==> config.mk <==
export PLATFORM = sky130hd
export DESIGN_NAME = x_addr_gen
export DESIGN_NICKNAME = d
export VERILOG_FILES = /design/src/rtl/x_addr_gen.sv
export SDC_FILE = /design/constraint.sdc
export NUM_CORES = 1
export LEC_CHECK = 0
export CAP_MARGIN = 30
export CORE_ASPECT_RATIO = 2
export CORE_MARGIN = 10
export CORE_UTILIZATION = 32
export DETAILED_ROUTE_END_ITERATION = 16
export PLACE_DENSITY = 0.61
export SYNTH_ARGS = -nofsm -noshare
export SYNTH_HDL_FRONTEND = slang
export SYNTH_SLANG_ARGS = --single-unit
==> constraint.sdc <==
create_clock -name clk -period 6.8 [get_ports clk]
set_input_delay 1.36 -clock clk [delete_from_list [all_inputs] [get_ports clk]]
set_output_delay 1.36 -clock clk [all_outputs]
set_load 0.03 [all_outputs]
==> src/rtl/x_addr_gen.sv <==
// Outer x (row) counter for the layer loop nest, with pass sequencing.
// Emits one feature-map write address per z sweep over a valid/ready handshake.
module x_addr_gen #(
  parameter int X_MAX      = 29,
  parameter int ROW_STRIDE = 30,
  parameter int BASE_ADDR  = 0,
  parameter int ADDR_W     = 12
) (
  input  logic              clk,
  input  logic              rst,
  input  logic              start,
  input  logic [4:0]        y,
  input  logic              y_zero,
  input  logic              z_zero,
  input  logic              temp_count,
  input  logic              temp_zero,
  input  logic              addr_ready,
  output logic [4:0]        x,
  output logic              x_zero,
  output logic [ADDR_W-1:0] addr,
  output logic              addr_valid,
  output logic              busy,
  output logic              done,
  output logic              overflow
);

  typedef enum logic [1:0] {IDLE, RUN, DRAIN} state_t;

  state_t            state_q, state_d;
  logic [4:0]        x_q, x_d;
  logic [ADDR_W-1:0] addr_q, addr_d;
  logic              addr_valid_q, addr_valid_d;
  logic              done_q, done_d;
  logic              overflow_q, overflow_d;

  logic stall, in_run, adv, ev, xfer, at_max;

  function automatic logic [ADDR_W-1:0] calc_addr(input logic [4:0] xv, input logic [4:0] yv);
    logic [31:0] sum;
    sum = 32'(BASE_ADDR) + 32'(xv) * 32'(ROW_STRIDE) + 32'(yv);
    return sum[ADDR_W-1:0];
  endfunction

  always_comb begin
    stall  = temp_count & ~temp_zero;
    in_run = (state_q == RUN);
    adv    = in_run & y_zero & ~stall;
    ev     = in_run & z_zero & ~stall;
    xfer   = addr_valid_q & addr_ready;
    at_max = (x_q == 5'(X_MAX));

    state_d      = state_q;
    x_d          = x_q;
    addr_d       = addr_q;
    addr_valid_d = addr_valid_q;
    done_d       = 1'b0;
    overflow_d   = overflow_q;

    case (state_q)
      IDLE: begin
        if (start) begin
          state_d    = RUN;
          overflow_d = 1'b0;
        end
      end
      RUN: begin
        if (adv) begin
          if (at_max) begin
            x_d     = 5'd0;
            state_d = DRAIN;
          end else begin
            x_d = x_q + 5'd1;
          end
        end
      end
      DRAIN: begin
        // Pass ends only once the last address has left or is leaving now.
        if (!addr_valid_q || addr_ready) begin
          done_d  = 1'b1;
          state_d = IDLE;
        end
      end
      default: state_d = IDLE;
    endcase

    // Address uses pre-update x; a full, stalled sink drops the new event.
    if (ev) begin
      if (!addr_valid_q || addr_ready) begin
        addr_d       = calc_addr(x_q, y);
        addr_valid_d = 1'b1;
      end else begin
        overflow_d = 1'b1;
      end
    end else if (xfer) begin
      addr_valid_d = 1'b0;
    end
  end

  always_ff @(posedge clk or posedge rst) begin
    if (rst) begin
      state_q      <= IDLE;
      x_q          <= '0;
      addr_q       <= '0;
      addr_valid_q <= 1'b0;
      done_q       <= 1'b0;
      overflow_q   <= 1'b0;
    end else begin
      state_q      <= state_d;
      x_q          <= x_d;
      addr_q       <= addr_d;
      addr_valid_q <= addr_valid_d;
      done_q       <= done_d;
      overflow_q   <= overflow_d;
    end
  end

  assign x          = x_q;
  assign x_zero     = adv & at_max;
  assign addr       = addr_q;
  assign addr_valid = addr_valid_q;
  assign busy       = (state_q != IDLE);
  assign done       = done_q;
  assign overflow   = overflow_q;

endmodule

==> run summary <==
Net Count, Synth - 222
Startpoint types - input pin
DP Wirelength - 3100 um
IO Port Bufs - 33
Diode count - 0
Worst setup endpoint - x_zero
Hold WC Path Type - reg2reg
R2R setup slack - 3.19 ns
Synth unique cells - 43
CTS tree - yes
Synth Flop Type - dfrtp_1
Post-CTS setup buffers - 0
Crit path from - temp_zero
Crit path capture type - output pin
DR pass1 iterations - 3
Width of the die - 71.7 um
Run status - complete, no violations
Setup violators final - 0
CTS Buffer Depth - 2
CP Class - in2out
Die height - 123 um
Share of the synthesized area in the top cell type - 30.7%
Max_cap viols - 0
Post-synth EDFFs - 0
Syn Area/Cell - 9.41 um2
Routed vias - 1350
Setup TNS - 0 ns
Synth warn - 0
Ports - 35
# DRC - 0
Fillers - 551
# hold bufs at CTS - 0
Routed Antenna Nets - 0
Vias in the first global route - 1452
DR WL/cell - 13.6 um
Clock Skew - 0.0127 ns
Root buf cell - clkbuf_8
Ys async rst share - 100%
Post-Route WL - 3710 um
Period utilisation layout - 64.9%
Cell row count - 37
Antenna violations before repair - 0
Synth-to-layout area growth - 25.3%
Top post-synthesis cells by area - dfrtp_1 (31%), ha_1 (14%), fa_1 (9.3%), nand2_1 (5.3%), inv_1 (4.2%)
Slew margin rel. - 45.6%
Worst Path Arrival - 3.05 ns
Layout Nets - 256
RePlAce Congestion - 0.766
DR vias/cell - 4.95
Synthesized netlist cell count - 182
Clock Latency Late Sink - 0.27 ns
Dpl cells - 269
Total die area - 0.00886 mm2
Achievable Freq - 227 MHz
Effective utilization at floorplan - 33.0%
Final-report hold violation count - 0
Critical Path Fanout Max - 5
Fin crit period - 4.41 ns
Clock-pin transition on the worst setup and hold timing paths - 0.09 ns
H-tree depth - 1
Seq cells post-synth - 21
Core area - 0.00518 mm2
Largest net degree at the start of global routing - 22
CP Data Required Time - 5.44 ns
Layout cell share with drive strength beyond 1 - 6.98%
CTS Sinks - 21
RSZ-0062 raised after global routing - no
Origin of the critical flop-to-flop path - x[0]
Leading area contributor after synthesis - dfrtp_1
Total GRT Usage - 9.12%
Slew @ Worst Pin - 0.815 ns
Post-Syn Area - 0.00171 mm2
Slew Viols, Final - 0
First-pass GRT wire length - 6610 um
Seq/Total Area, Yosys - 30.7%
Total gr overflow - 0
Reg2reg path depth - 11
Worst reg2reg path endpoint - addr[10]
Post-CTS sizing - 0
Total CTS buffers - 3
Initial DRC count - 30
Fin cells - 273
-- how the worst min path moves through the flow --
stage                       to        from  slack, ns  depth (start not counted)
detailed placement     addr[1]     addr[1]       0.46                          2
finish                 addr[1]     addr[1]       0.48                          2
global placement       addr[2]     addr[2]       0.46                          2
CTS                    addr[8]     addr[8]       0.48                          2
floorplan           state_q[0]  state_q[1]       0.47                          1
global route           addr[8]     addr[8]       0.51                          2
-- worst max-delay path, cell delays in order --
cell	delay, ns
clkdlybuf4s50_1	0.44
nand2b_1	0.14
nand4b_1	0.22
nor2_1	0.20
clkdlybuf4s50_1	0.70
-- cell usage in the layout, fill, tap and decap left out, types with 2 or more instances in the layout --
cell type        instances
clkdlybuf4s50_1         33
nand2_1                 24
dfrtp_1                 21
inv_1                   19
ha_1                    19
o21ai_0                 13
nor2_1                  10
nand2b_1                 8
fa_1                     8
nand3_1                  5
a21oi_1                  5
xnor2_1                  4
nor2b_1                  3
nand4_1                  3
clkbuf_8                 3
nand4b_1                 2
o211ai_1                 2
o22ai_1                  2
a211o_1                  2
a21o_1                   2
xor2_1                   2
or2_2                    2
nor3_1                   2
-- synthesized netlist by cell type, drive strengths merged, types with 3 or more instances --
| master | n |
|---|---|
| nand2 | 24 |
| dfrtp | 21 |
| ha | 19 |
| inv | 19 |
| o21ai | 14 |
| nor2 | 10 |
| fa | 8 |
| nand2b | 8 |
| a21oi | 6 |
| nand3 | 5 |
| xnor2 | 4 |
| clkbuf | 3 |
| nand4 | 3 |
| nor2b | 3 |
| or2 | 3 |
| xor2 | 3 |
-- cells by family after synthesis --
kind of cell	after synthesis	synth area share (%)
simple gates	67	21.9
compound gates	36	14.7
fa+ha+maj	27	23.2
buf+inv	23	5.26
flops	21	30.7
xor+xnor	7	4.02
other cells	1	0.219
-- layout make-up --
type                    instances  area [um2]  area share, %
multi-input cells             138        1100           51.1
flip-flops and latches         21         526           24.5
repair buffers                 33         330           15.4
well taps                      58        72.6           3.38
inverters                      19        71.3           3.32
clock buffers                   3        41.3           1.92
clock inverters                 1        7.51          0.350
-- stage by stage --
step	area (um2)	hold slack (ns)	setup WS (ns)	utilization [%]
after global routing	2150	0.509	2.25	41.4
after floorplan	1710	0.466	3.31	-
after detailed placement	2100	0.463	2.37	40.4
final	2150	0.478	2.39	41.4
after CTS	2150	0.484	2.36	41.4
after global placement	2100	0.456	2.39	40.4
-- metal layers --
metal  vias up  wire (um)  global-route usage [%]
li1        684          -                       -
met1       640       1440                    8.87
met2        21       2050                    17.2
met3         5        136                    1.92
met4         0         89                    4.74
met5         -          0                       0
-- registers in the layout (all words and copies together) (netlist names) --
| name | count |
|---|---|
| state_q | 2 |
| overflow | 1 |
| x | 5 |
| addr | 11 |
| done | 1 |
| addr_valid | 1 |
Power is left out: the tool's default activity adds up to more than one toggle a clock period on the data nets, which glitch-free logic cannot reach.
